--- src/rtl/cordic_pair_collector_pkg.sv ---
// Shared types for the CORDIC pair collector: FSM state encodings, default widths, pair layout.
// Latency: none (declarations only).
// Backpressure: none (declarations only).
package cordic_pair_collector_pkg;

    localparam int CORDIC_DATA_WIDTH_DEF = 22;
    localparam int FLOAT_DATA_WIDTH_DEF  = 32;
    localparam int DEPTH_DEF             = 2;
    localparam int COUNT_WIDTH_DEF       = 16;

    // WAIT_FIRST is the all-zero encoding so reset lands there; IDLE is reserved and recovers to WAIT_FIRST.
    typedef enum logic [1:0] {
        WAIT_FIRST  = 2'd0,
        WAIT_SECOND = 2'd1,
        IDLE        = 2'd2
    } pair_state_e;

    // FIFO entry layout, most significant field first: {x_one, x_two, sq_one, sq_two}.
    typedef struct packed {
        logic [CORDIC_DATA_WIDTH_DEF-1:0] x_one;
        logic [CORDIC_DATA_WIDTH_DEF-1:0] x_two;
        logic [FLOAT_DATA_WIDTH_DEF-1:0]  sq_one;
        logic [FLOAT_DATA_WIDTH_DEF-1:0]  sq_two;
    } pair_t;

endpackage

--- src/rtl/cordic_pair_collector_if.sv ---
// Beat input, launch/credit and pair output bundle of the CORDIC pair collector (PAIR_ORPHAN_CHECK_EN adds orphan_err).
// Latency: none (wiring only).
// Backpressure: out_valid/out_ready on the pair side; busy withholds launch credit on the issue side.
interface cordic_pair_collector_if
    import cordic_pair_collector_pkg::*;
#(
    parameter int CW   = CORDIC_DATA_WIDTH_DEF,
    parameter int FW   = FLOAT_DATA_WIDTH_DEF,
    parameter int CNTW = COUNT_WIDTH_DEF
);
    logic            clk_en;
    logic            launch;
    logic [CW-1:0]   in_result;
    logic [FW-1:0]   in_squared;
    logic            in_valid;
    logic            busy;
    logic [CW-1:0]   out_x_one;
    logic [CW-1:0]   out_x_two;
    logic [FW-1:0]   out_sq_one;
    logic [FW-1:0]   out_sq_two;
    logic            out_valid;
    logic            out_ready;
    logic [CNTW-1:0] pair_count;
    logic            overflow;
`ifdef PAIR_ORPHAN_CHECK_EN
    logic            orphan_err;

    modport slave (
        input  clk_en, launch, in_result, in_squared, in_valid, out_ready,
        output busy, out_x_one, out_x_two, out_sq_one, out_sq_two, out_valid,
               pair_count, overflow, orphan_err
    );
    modport master (
        output clk_en, launch, in_result, in_squared, in_valid, out_ready,
        input  busy, out_x_one, out_x_two, out_sq_one, out_sq_two, out_valid,
               pair_count, overflow, orphan_err
    );
`else
    modport slave (
        input  clk_en, launch, in_result, in_squared, in_valid, out_ready,
        output busy, out_x_one, out_x_two, out_sq_one, out_sq_two, out_valid,
               pair_count, overflow
    );
    modport master (
        output clk_en, launch, in_result, in_squared, in_valid, out_ready,
        input  busy, out_x_one, out_x_two, out_sq_one, out_sq_two, out_valid,
               pair_count, overflow
    );
`endif
endinterface

--- src/rtl/cordic_pair_collector_pair_fifo.sv ---
// Synchronous DEPTH-entry FIFO of completed pairs, head entry always visible on rd_dat_o.
// Latency: a write is visible on rd_vld_o/rd_dat_o one cycle later.
// Backpressure: write dropped when full unless a read happens in the same cycle (wr_acc_o reports acceptance).
module cordic_pair_collector_pair_fifo #(
    parameter int  WIDTH = 108,
    parameter int  DEPTH = 2,
    localparam int AW    = $clog2(DEPTH),
    localparam int OW    = AW + 1
) (
    input  logic             clk,
    input  logic             rst,
    input  logic             wr_vld_i,
    input  logic [WIDTH-1:0] wr_dat_i,
    output logic             wr_acc_o,
    input  logic             rd_rdy_i,
    output logic             rd_vld_o,
    output logic [WIDTH-1:0] rd_dat_o,
    output logic [OW-1:0]    occ_o
);
    logic [WIDTH-1:0] mem_q [DEPTH];
    logic [AW-1:0]    wr_ptr_q, rd_ptr_q;
    logic [OW-1:0]    occ_q, occ_d;
    logic             full, rd_en;

    assign full     = (occ_q == OW'(DEPTH));
    assign rd_vld_o = (occ_q != '0);
    assign rd_en    = rd_vld_o & rd_rdy_i;
    assign wr_acc_o = wr_vld_i & (~full | rd_en);
    assign rd_dat_o = mem_q[rd_ptr_q];
    assign occ_o    = occ_q;

    // Occupancy: a simultaneous read and write leaves it unchanged
    always_comb begin
        occ_d = occ_q;
        if (wr_acc_o && !rd_en) begin
            occ_d = occ_q + OW'(1);
        end else if (!wr_acc_o && rd_en) begin
            occ_d = occ_q - OW'(1);
        end
    end

    // Storage and pointers; pointers wrap naturally because DEPTH is a power of two
    always_ff @(posedge clk or negedge rst) begin
        if (!rst) begin
            for (int i = 0; i < DEPTH; i++) begin
                mem_q[i] <= '0;
            end
            wr_ptr_q <= '0;
            rd_ptr_q <= '0;
            occ_q    <= '0;
        end else begin
            if (wr_acc_o) begin
                mem_q[wr_ptr_q] <= wr_dat_i;
                wr_ptr_q        <= wr_ptr_q + AW'(1);
            end
            if (rd_en) begin
                rd_ptr_q <= rd_ptr_q + AW'(1);
            end
            occ_q <= occ_d;
        end
    end
endmodule

--- src/rtl/cordic_pair_collector.sv ---
// Re-pairs CORDIC result beats, buffers pairs in a FIFO and issues launch credits (option: PAIR_ORPHAN_CHECK_EN).
// Latency: a pair is presented on out_valid one cycle after its second beat.
// Backpressure: out_ready stalls the FIFO; busy is raised once in-flight launches plus stored pairs fill DEPTH.
module cordic_pair_collector
    import cordic_pair_collector_pkg::*;
#(
    parameter int CORDIC_DATA_WIDTH = CORDIC_DATA_WIDTH_DEF,
    parameter int FLOAT_DATA_WIDTH  = FLOAT_DATA_WIDTH_DEF,
    parameter int DEPTH             = DEPTH_DEF,
    parameter int COUNT_WIDTH       = COUNT_WIDTH_DEF
) (
    input logic                  clk,
    input logic                  rst,
    cordic_pair_collector_if.slave bus
);
    localparam int CW    = CORDIC_DATA_WIDTH;
    localparam int FW    = FLOAT_DATA_WIDTH;
    localparam int PW    = 2 * CW + 2 * FW;
    localparam int OW    = $clog2(DEPTH) + 1;
    localparam int SUM_W = OW + 1;

    pair_state_e      state_q, state_d;
    logic [CW-1:0]    first_x_q, first_x_d;
    logic [FW-1:0]    first_sq_q, first_sq_d;
    logic [OW-1:0]    in_flight_q, in_flight_d;
    logic             busy_q, busy_d;
    logic             overflow_q, overflow_d;
    logic [COUNT_WIDTH-1:0] count_q, count_d;

    logic             pair_done, orphan, release_credit, launch_acc;
    logic             wr_acc, rd_en;
    logic [OW-1:0]    occ, occ_next;
    logic [PW-1:0]    pair_dat, head_dat;

    assign pair_dat       = {first_x_q, bus.in_result, first_sq_q, bus.in_squared};
    assign release_credit = pair_done | orphan;
    assign rd_en          = bus.out_valid & bus.out_ready;

    cordic_pair_collector_pair_fifo #(
        .WIDTH (PW),
        .DEPTH (DEPTH)
    ) u_pair_fifo (
        .clk      (clk),
        .rst      (rst),
        .wr_vld_i (pair_done),
        .wr_dat_i (pair_dat),
        .wr_acc_o (wr_acc),
        .rd_rdy_i (bus.out_ready),
        .rd_vld_o (bus.out_valid),
        .rd_dat_o (head_dat),
        .occ_o    (occ)
    );

    assign bus.out_x_one  = head_dat[PW-1 -: CW];
    assign bus.out_x_two  = head_dat[PW-CW-1 -: CW];
    assign bus.out_sq_one = head_dat[2*FW-1 -: FW];
    assign bus.out_sq_two = head_dat[FW-1:0];
    assign bus.busy       = busy_q;
    assign bus.overflow   = overflow_q;
    assign bus.pair_count = count_q;

    // Pair FSM: hold the first beat, complete on the next valid beat, drop it as an orphan on a gap
    always_comb begin
        state_d    = state_q;
        first_x_d  = first_x_q;
        first_sq_d = first_sq_q;
        pair_done  = 1'b0;
        orphan     = 1'b0;
        case (state_q)
            WAIT_FIRST: begin
                if (bus.in_valid) begin
                    first_x_d  = bus.in_result;
                    first_sq_d = bus.in_squared;
                    state_d    = WAIT_SECOND;
                end
            end
            WAIT_SECOND: begin
                pair_done = bus.in_valid;
                orphan    = ~bus.in_valid;
                state_d   = WAIT_FIRST;
            end
            default: state_d = WAIT_FIRST;
        endcase
    end

    // Credit accounting: busy looks ahead at next-cycle in_flight and occupancy so no extra launch slips in
    always_comb begin
        launch_acc  = bus.launch & bus.clk_en & ~busy_q;
        in_flight_d = in_flight_q;
        if (launch_acc && !release_credit) begin
            in_flight_d = in_flight_q + OW'(1);
        end else if (!launch_acc && release_credit && in_flight_q != '0) begin
            in_flight_d = in_flight_q - OW'(1);
        end
        occ_next = occ;
        if (wr_acc && !rd_en) begin
            occ_next = occ + OW'(1);
        end else if (!wr_acc && rd_en) begin
            occ_next = occ - OW'(1);
        end
        busy_d     = ({1'b0, in_flight_d} + {1'b0, occ_next}) >= SUM_W'(DEPTH);
        overflow_d = overflow_q | (pair_done & ~wr_acc);
        count_d    = count_q;
        if (wr_acc) begin
            count_d = count_q + COUNT_WIDTH'(1);
        end
    end

    // State registers; reset discards any half-captured pair
    always_ff @(posedge clk or negedge rst) begin
        if (!rst) begin
            state_q     <= WAIT_FIRST;
            first_x_q   <= '0;
            first_sq_q  <= '0;
            in_flight_q <= '0;
            busy_q      <= 1'b0;
            overflow_q  <= 1'b0;
            count_q     <= '0;
        end else begin
            state_q     <= state_d;
            first_x_q   <= first_x_d;
            first_sq_q  <= first_sq_d;
            in_flight_q <= in_flight_d;
            busy_q      <= busy_d;
            overflow_q  <= overflow_d;
            count_q     <= count_d;
        end
    end

`ifdef PAIR_ORPHAN_CHECK_EN
    logic orphan_err_q;

    // Sticky orphan flag, raised the cycle after a WAIT_SECOND cycle without a beat
    always_ff @(posedge clk or negedge rst) begin
        if (!rst) begin
            orphan_err_q <= 1'b0;
        end else begin
            orphan_err_q <= orphan_err_q | orphan;
        end
    end

    assign bus.orphan_err = orphan_err_q;
`endif
endmodule
--- src/flat_wrapper.sv ---
// flat-port wrapper written by rule: the top's interface ports become plain ports
module cordic_pair_collector_flat import cordic_pair_collector_pkg::*;
#(
    parameter int CORDIC_DATA_WIDTH = CORDIC_DATA_WIDTH_DEF,
    parameter int FLOAT_DATA_WIDTH  = FLOAT_DATA_WIDTH_DEF,
    parameter int DEPTH             = DEPTH_DEF,
    parameter int COUNT_WIDTH       = COUNT_WIDTH_DEF
)
  (clk, rst, bus_clk_en, bus_launch, bus_in_result, bus_in_squared, bus_in_valid, bus_out_ready, bus_busy, bus_out_x_one, bus_out_x_two, bus_out_sq_one, bus_out_sq_two, bus_out_valid, bus_pair_count, bus_overflow);
  cordic_pair_collector_if bus_i ();
  input logic clk;
  input logic rst;
  input wire logic [$bits(bus_i.clk_en)-1:0] bus_clk_en;
  input wire logic [$bits(bus_i.launch)-1:0] bus_launch;
  input wire logic [$bits(bus_i.in_result)-1:0] bus_in_result;
  input wire logic [$bits(bus_i.in_squared)-1:0] bus_in_squared;
  input wire logic [$bits(bus_i.in_valid)-1:0] bus_in_valid;
  input wire logic [$bits(bus_i.out_ready)-1:0] bus_out_ready;
  output wire logic [$bits(bus_i.busy)-1:0] bus_busy;
  output wire logic [$bits(bus_i.out_x_one)-1:0] bus_out_x_one;
  output wire logic [$bits(bus_i.out_x_two)-1:0] bus_out_x_two;
  output wire logic [$bits(bus_i.out_sq_one)-1:0] bus_out_sq_one;
  output wire logic [$bits(bus_i.out_sq_two)-1:0] bus_out_sq_two;
  output wire logic [$bits(bus_i.out_valid)-1:0] bus_out_valid;
  output wire logic [$bits(bus_i.pair_count)-1:0] bus_pair_count;
  output wire logic [$bits(bus_i.overflow)-1:0] bus_overflow;
  assign bus_i.clk_en = bus_clk_en;
  assign bus_i.launch = bus_launch;
  assign bus_i.in_result = bus_in_result;
  assign bus_i.in_squared = bus_in_squared;
  assign bus_i.in_valid = bus_in_valid;
  assign bus_i.out_ready = bus_out_ready;
  assign bus_busy = bus_i.busy;
  assign bus_out_x_one = bus_i.out_x_one;
  assign bus_out_x_two = bus_i.out_x_two;
  assign bus_out_sq_one = bus_i.out_sq_one;
  assign bus_out_sq_two = bus_i.out_sq_two;
  assign bus_out_valid = bus_i.out_valid;
  assign bus_pair_count = bus_i.pair_count;
  assign bus_overflow = bus_i.overflow;
  cordic_pair_collector #(.CORDIC_DATA_WIDTH(CORDIC_DATA_WIDTH), .FLOAT_DATA_WIDTH(FLOAT_DATA_WIDTH), .DEPTH(DEPTH), .COUNT_WIDTH(COUNT_WIDTH)) u_core (.clk(clk), .rst(rst), .bus(bus_i));
endmodule
--- config.mk ---
export PLATFORM = sky130hd
export DESIGN_NAME = cordic_pair_collector_flat
export DESIGN_NICKNAME = d
export VERILOG_FILES = /design/src/rtl/cordic_pair_collector_pkg.sv /design/src/rtl/cordic_pair_collector_if.sv /design/src/rtl/cordic_pair_collector_pair_fifo.sv /design/src/rtl/cordic_pair_collector.sv /design/src/flat_wrapper.sv
export SDC_FILE = /design/constraint.sdc
export NUM_CORES = 1
export LEC_CHECK = 0
export CORE_MARGIN = 4
export CORE_UTILIZATION = 26
export CTS_CLUSTER_SIZE = 28
export DETAILED_ROUTE_END_ITERATION = 8
export GPL_TIMING_DRIVEN = 1
export PLACE_DENSITY = 0.49
export SKIP_LAST_GASP = 1
export SLEW_MARGIN = 15
export SYNTH_ARGS = -nofsm -noshare
export SYNTH_HDL_FRONTEND = slang
export SYNTH_SLANG_ARGS = --single-unit
--- constraint.sdc ---
create_clock -name clk -period 2.7 [get_ports clk]
set_input_delay 0.54 -clock clk [delete_from_list [all_inputs] [get_ports clk]]
set_output_delay 0.54 -clock clk [all_outputs]
set_load 0.05 [all_outputs]
==> results.txt, run 1 <==
The most frequent cell on the critical path is sky130_fd_sc_hd__buf_4. The wire-length estimate of the detail-placed layout is 18,800 µm. The number of antenna violations at the first check in global routing came out at 0.

The largest net degree at the start of global routing is 69. After floorplanning, the core was divided into 80 placement rows. The slew at the pin closest to its max-slew limit came out at 0.703 ns.

The worst setup slack before clock tree synthesis came out at 0.208 ns. The xor-xnor portion of the synthesized cell area is 1.31%. The yosys synthesis warning count came out at 0. The clock reaches the later pin of the worst-skew pair after 0.54 ns. Among all flip-flop cells after synthesis, the most frequent one is sky130_fd_sc_hd__dfrtp_1. The multiplexer share of the synthesized area came out at 35.1%. After synthesis, the share of flip-flops with an asynchronous set or reset is 100%.

The number of DRC violations after detailed routing is 0. The final setup slack of the worst path came out at 0.118 ns. In this run the cell area of the synthesized design comes to 12,700 µm². On the critical path, the stage with the largest delay is an instance of sky130_fd_sc_hd__dfrtp_4. The share of the synthesized area in compound gates (AO/OA/AOI/OAI) came out at 0.687%. Final hold analysis gives a worst-case slack of 0.476 ns. The top-area cell type share of the netlist area came out at 57.9%. Dividing the detail-routed via count by the number of cells gives 4.22.

During placement, the flow inserted port buffers numbering 186. The achievable frequency came out at 387 MHz. The class of the most critical setup path is flip-flop to output port. The mean instance size in the synthesized netlist came out at 15.9 µm². The area added between synthesis and finish is 29.0%. For this block, the routed nets add up to 29,400 µm of wire. Global routing used 11.3% of the available tracks.

The number of hold-slack violations in the final timing report is 0. sky130_fd_sc_hd__mux2_2 is the most common cell in the netlist. The number of antenna diodes in the final layout is 0. The worst register-to-register path has a setup slack of 0.53 ns. The starting density of the core is 26.5%. In the final timing run, aggregate negative setup slack is 0 ns. The count of nets after finishing came out at 1,080. The flip-flop and latch count after synthesis is 295. The data required time at the worst endpoint came out at 2.16 ns.

The post-synthesis share of cell area spent on and, or, nand and nor gates is 1.58%. TritonCTS built the clock tree. The first-pass GRT wire length is 47,400 µm. The worst clock skew is 0.0132 ns.

The total nets after synthesis came out at 866. The final period utilization came out at 95.6%. Setup repair after global routing left no endpoint under its margin. The min-delay analysis places its worst path in the category flip-flop to flip-flop. From bottom edge to top edge, the die measures 229 µm. The synthesized design spends more area on one cell type than any other, namely sky130_fd_sc_hd__dfrtp_1. The clock buffer count from CTS is 36. The number of pins exceeding their max-slew limit in the final report is 0. The clock passes through at most 3 buffers. The top-level port count came out at 187.

The first-pass detailed-route iteration total came out at 5. The post-route antenna net violation count is 0. The area enclosed by the die boundary is 52,600 µm². The worst setup path is launched from a flip-flop. The number of global-route vias before repair came to 7,921. Clock-pin slew was measured on the worst setup and hold paths at 0.06 ns.

The combinational family with the most area after synthesis is multiplexers. The clock net in this run drives a total of 295 sinks. Summed over all layers, the global routing overflow is 0. Measured along the x axis, the die boundary spans 229 µm.

The tool flagged a number of max-cap violations equal to 0. The final route contains 7,159 vias. The setup violation total in the final timing report came out at 0.

The post-detailed-route wirelength per cell came out at 17.4 µm. The fraction of layout instances using a drive strength above 1 came out at 55.7%. The critical path goes through buf_4 > mux2_2 > buf_4.

In the synthesized netlist, the cells that appear most often are 340 x sky130_fd_sc_hd__mux2_2, 295 x sky130_fd_sc_hd__dfrtp_1, 40 x sky130_fd_sc_hd__mux2_4, 16 x sky130_fd_sc_hd__buf_4, 16 x sky130_fd_sc_hd__xnor2_1. The congestion estimate from routability-driven global placement came to 0.723. The tree is rooted in a sky130_fd_sc_hd__clkbuf_16. The data arrival time at the worst-slack endpoint came out at 2.04 ns.

The smallest clock period supported by the final layout is computed as 2.58 ns. The total area inside the core boundary comes to 48,100 µm². Counting flops with a built-in enable in the synthesized netlist gives 0. The biggest cell delay along the critical path is 0.65 ns.

The part of the Yosys area used for sequential elements came out at 57.9%. The worst setup path is captured at an output port. The depth of the CTS H-tree is 2. The largest driver fanout on the critical path is 13.

The number of DRC markers after the initial detailed-route iteration came out at 193. The adder-cell area share of the yosys netlist is 0.550%. The worst slew slack as a fraction of its limit is 52.7%.

The share of the core filled with cells is 34.2%. The gate count of the mapped netlist came out at 801. The flow ran to the end, and the final reports show no timing, DRC or antenna violations.

By area the synthesized netlist is led by sky130_fd_sc_hd__dfrtp_1 58%, sky130_fd_sc_hd__mux2_2 30%, sky130_fd_sc_hd__mux2_4 4.7%. The count of different cell masters after synthesis came out at 38.
==> critical path: cells and delay by family, from the launching register on <==
kind / cells / cell delay, ns
buffers and inverters: 2 / 0.47
DFF: 1 / 0.65
muxes: 1 / 0.37
==> kinds of logic (layout without fill, tap and decap cells) <==
kind of cell    Yosys count  after routing
compound gates           11             11
xor+xnor                 19             19
fa+ha+maj                 5              5
buf+inv                  51            291
flops                   295            295
mux                     384            384
simple gates             36             36
==> per-layer routing <==
layer / vias up / wire [µm] / track usage [%]
met2: 141 / 12900 / 17.2
met3: 51 / 1960 / 3.81
met1: 3668 / 13800 / 15.1
li1: 3299 / - / -
met4: 0 / 749 / 3.84
met5: - / 0 / 0
==> cell type report <==
cell class                      count  area, µm²
Timing Repair Buffer              220       2090
Fill cell                        4730      31700
Sequential cell                   295       7390
Multi-Input combinational cell    455       5010
Clock inverter                      9       80.1
Inverter                            7       26.3
Tap cell                          656        821
Clock buffer                       55       1030
==> placed cells by master (no fill, tap or decap), types with 2 or more instances in the layout <==
cell type                         Yosys  routed
sky130_fd_sc_hd__a21oi_1              4       4
sky130_fd_sc_hd__clkbuf_1            10      14
sky130_fd_sc_hd__clkinv_2             0       5
sky130_fd_sc_hd__inv_6                0       2
sky130_fd_sc_hd__buf_12               4      17
sky130_fd_sc_hd__mux2_2             340     340
sky130_fd_sc_hd__xor2_1               3       3
sky130_fd_sc_hd__nor3_1               2       2
sky130_fd_sc_hd__inv_1                7       7
sky130_fd_sc_hd__clkbuf_8             0       4
sky130_fd_sc_hd__nand4_1              5       5
sky130_fd_sc_hd__xnor2_1             16      16
sky130_fd_sc_hd__nand2_1             10      10
sky130_fd_sc_hd__nand3_1              6       6
sky130_fd_sc_hd__ha_1                 4       4
sky130_fd_sc_hd__mux2i_1              4       4
sky130_fd_sc_hd__mux2_4              40      40
sky130_fd_sc_hd__clkdlybuf4s50_1      0      76
sky130_fd_sc_hd__dfrtp_1            295     294
sky130_fd_sc_hd__nor2_1               2       2
sky130_fd_sc_hd__clkbuf_16            0      37
sky130_fd_sc_hd__buf_4               16     123
==> through the flow <==
stage | instances | cell area [µm²]
after floorplan | 801 | 12700
after global placement | 1631 | 15300
after detailed placement | 1631 | 15300
after CTS | 1697 | 16400
after global routing | 1697 | 16400
final | 1697 | 16400
==> registers in the layout, summed over array words and instances (netlist names) <==
register	count
u_core.u_pair_fifo.mem_q	216
u_core.u_pair_fifo.wr_ptr_q	1
u_core.state_q	1
u_core.u_pair_fifo.occ_o	2
u_core.bus.busy	1
u_core.first_sq_q	32
u_core.u_pair_fifo.rd_ptr_q	1
u_core.bus.overflow	1
u_core.first_x_q	22
u_core.bus.pair_count	16
u_core.in_flight_q	2
==> final timing paths <==
path,startpoint,endpoint,depth (start not counted)
max reg2reg,u_core.u_pair_fifo.occ_o[1],u_core.u_pair_fifo.mem_q[171],8
min,u_core.bus.pair_count[15],u_core.bus.pair_count[15],1
max,u_core.u_pair_fifo.rd_ptr_q,bus_out_sq_two[16],3
min reg2reg,u_core.bus.pair_count[15],u_core.bus.pair_count[15],1
min in group asynchronous,rst,u_core.u_pair_fifo.mem_q[158],2
max in group asynchronous,rst,u_core.first_sq_q[16],3
==> timing repair <==
action                                  CTS  global route
resized for setup                         0             1
endpoints found under the setup margin   63             1
setup buffers                             1             0
hold endpoints to repair                 50             0
hold buffers                              1             0
Power of run 1 is left out: the tool's default activity adds up to more than one toggle a clock period on the data nets, which glitch-free logic cannot reach.
==> run 2: changes to the inputs <==
- CORE_MARGIN: 4 -> 8
- clock period: 2.7 -> 2.75 ns (I/O delays scaled with it)
==> results.txt, run 2 (synthesis gave the netlist of run 1 again) <==
The run finished with clean final reports. The worst setup path is captured at an output port. The area enclosed by the die boundary was 56,400 µm² (+7.1%). The post-detailed-route wirelength per cell is 18.0 µm (+4.0%). The routed via count divided by cell count is 4.33 (+2.6%). The first-pass detailed-route iteration total came to 3 (-2). The data arrival time at the worst-slack endpoint was 2.06 ns (+0.02 ns). The first-pass GRT wire length came out at 48,400 µm (+2.1%). The setup violation total in the final timing report came out at 0 (unchanged). The top cell types in the final layout, fill and taps aside, are 340 x sky130_fd_sc_hd__mux2_2, 294 x sky130_fd_sc_hd__dfrtp_1, 120 x sky130_fd_sc_hd__buf_4. The fraction of layout instances using a drive strength above 1 came out at 55.7% (about the same). The number of gates resized after cts came to 0 (unchanged).

The die span in x was 237 µm (+3.5%). The worst hold path terminates at u_core.bus.pair_count[15]. The total negative slack came out at 0 ns (unchanged). The worst setup slack before clock tree synthesis is 0.232 ns (+0.0236 ns). Ranked by flip-flop count, first place goes to u_core.u_pair_fifo.mem_q. The number of sinks handled by clock tree synthesis is 295 (unchanged). The number of DRC violations after detailed routing came to 0 (unchanged). The worst hold path belongs to the class flip-flop to flip-flop. STA classifies the critical path startpoint as a flip-flop. The top-level port count was 187 (unchanged). Leaving out fill and tap cells, the most frequent cell in the layout is sky130_fd_sc_hd__mux2_2. The count of nets after finishing came out at 1,078 (-0.19%). The startpoint identified for the worst register-to-register timing path is u_core.u_pair_fifo.occ_o[0].

The worst setup slack for register-to-register paths is 0.57 ns (+0.04 ns). The clock tree buffer depth is 3 (unchanged). The worst slew slack as a fraction of its limit came to 48.9% (-3.8 points). The origin of the worst min-delay path is u_core.bus.pair_count[15]. The source-to-sink clock delay at the later pin of the worst-skew pair is 0.53 ns (about the same). Setup repair after global routing left no endpoint under its margin. The via count was 7,175 (+0.22%). The worst setup path is of the flip-flop to output port kind. The overall routed net length is 29,900 µm (+1.6%). The sum of overflow across all layers after global routing came out at 0 (unchanged). The root buffer cell chosen for the clock tree is sky130_fd_sc_hd__clkbuf_16. The number of hold-slack violations in the final timing report came to 0 (unchanged). The area added between synthesis and finish is 28.9% (about the same). The number of rows created at floorplan came out at 81 (+1.3%).

Based on the critical path, the design can be clocked at up to 384 MHz. The number of antenna violations at the first check in global routing came to 1 (+1). The final period utilization is 94.7%. The worst clock skew is 0.0100 ns (-0.00319 ns). The worst-case reg-to-reg path depth came out at 8 (unchanged). The aggregate global-route resource usage came out at 10.7% (-0.58 points). The starting density of the core is 26.2% (-0.27 points).

The endpoint identified for the worst register-to-register timing path is u_core.bus.busy. The worst hold slack came out at 0.477 ns (+0.000281 ns). The number of pins exceeding their max-slew limit in the final report came out at 0 (unchanged). The half-perimeter wire length after detailed placement came out at 19,400 µm (+3.5%). The clock-pin transition on the worst setup and hold timing paths is 0.06 ns (about the same). The largest registers in the layout are u_core.u_pair_fifo.mem_q (216), u_core.first_sq_q (32), u_core.first_x_q (22).

The clock buffer count from CTS came to 36 (unchanged). The number of max-cap violations came out at 0 (unchanged). The slew at the pin closest to its max-slew limit came out at 0.760 ns (+0.0568 ns). The global placer's final weighted congestion is 0.685 (-5.3%). The worst hold path stage count came out at 1 (unchanged). The data required time at the worst endpoint was 2.20 ns (+0.04 ns). The number of global-route vias before repair came out at 8,215 (+3.7%). The area of the core is 48,600 µm² (+1.0%). The TritonCTS clock tree is yes. The routed design could run at a clock period as short as 2.61 ns. The depth of the CTS H-tree is 2 (unchanged). The final design area excluding fillers is 16,400 µm² (about the same).

The placed cell area is 15,300 µm² (-0.16%). The post-route antenna net violation count is 0 (unchanged). The antenna diode instance count was 0 (unchanged).

The chip height was 237 µm (+3.5%). The number of DRC markers after the initial detailed-route iteration came out at 188 (-2.6%). The number of buffer cells added on primary ports came out at 186 (unchanged).

The largest driver fanout on the critical path came to 51 (+38). The largest net degree at the start of global routing came out at 65 (-5.8%). The final setup slack of the worst path was 0.145 ns (+0.0267 ns).

The flip-flop count of the largest register after layout came out at 216 (unchanged).
## run 2: changes by cell type in the layout (fill, tap and decap cells not counted), sizes merged
cell | previous run | this run
clkinvlp | 1 | 0
buf | 142 | 140
dlymetal6s2s | 1 | 0
clkbuf | 55 | 54
bufinv | 1 | 3
inv | 9 | 10
clkdlybuf4s50 | 76 | 77
clkinv | 5 | 1
## run 2: worst max path at each step
stage,startpoint,end,slack [ns],cells past startpoint
global route,u_core.u_pair_fifo.rd_ptr_q,bus_out_sq_two[23],0.04,3
floorplan,u_core.bus.busy,u_core.bus.busy,0.64,6
CTS,u_core.u_pair_fifo.rd_ptr_q,bus_out_sq_one[23],0.07,3
detailed placement,bus_in_valid,u_core.u_pair_fifo.mem_q[127],0.23,6
finish,u_core.u_pair_fifo.rd_ptr_q,bus_out_sq_one[23],0.14,3
global placement,bus_in_valid,u_core.u_pair_fifo.mem_q[135],0.25,6
## run 2: layout make-up
cell class | count | area, µm²
Inverter | 7 | 26.3
Tap cell | 622 | 778
Clock inverter | 7 | 124
Sequential cell | 295 | 7390
Timing Repair Buffer | 218 | 2080
Fill cell | 4745 | 32200
Multi-Input combinational cell | 455 | 5010
Clock buffer | 54 | 1040
## run 2: timing repair
action | in CTS | in global routing
hold buffers | 1 | 0
buffers inserted | 0 | 0
endpoints found under the hold margin | 57 | 0
## run 2: critical path: stages, from the launching register on
cell,delay (ns)
sky130_fd_sc_hd__dfrtp_4,0.54
sky130_fd_sc_hd__buf_12,0.33
sky130_fd_sc_hd__mux2_2,0.42
sky130_fd_sc_hd__buf_4,0.20
## run 2: per-stage QoR
stage,instances,utilization [%]
2_1_floorplan,801,-
3_3_place_gp,1596,31.4
3_5_place_dp,1596,31.4
4_1_cts,1658,33.8
5_1_grt,1658,33.8
6_report,1658,33.8
## run 2: routing by layer
layer	GRT usage (%)	wire length (µm)
met1	14.5	14300
met2	16.5	13500
met3	2.91	1560
met4	3.33	539
met5	0	13
Power of run 2 is left out for the same reason.
==> run 3: changes to the inputs <==
- HOLD_SLACK_MARGIN: default -> 0.02
==> results of run 3 <==
The final DEF is identical to that of run 2; final timing and power are the same.
Power of run 3 is left out for the same reason.
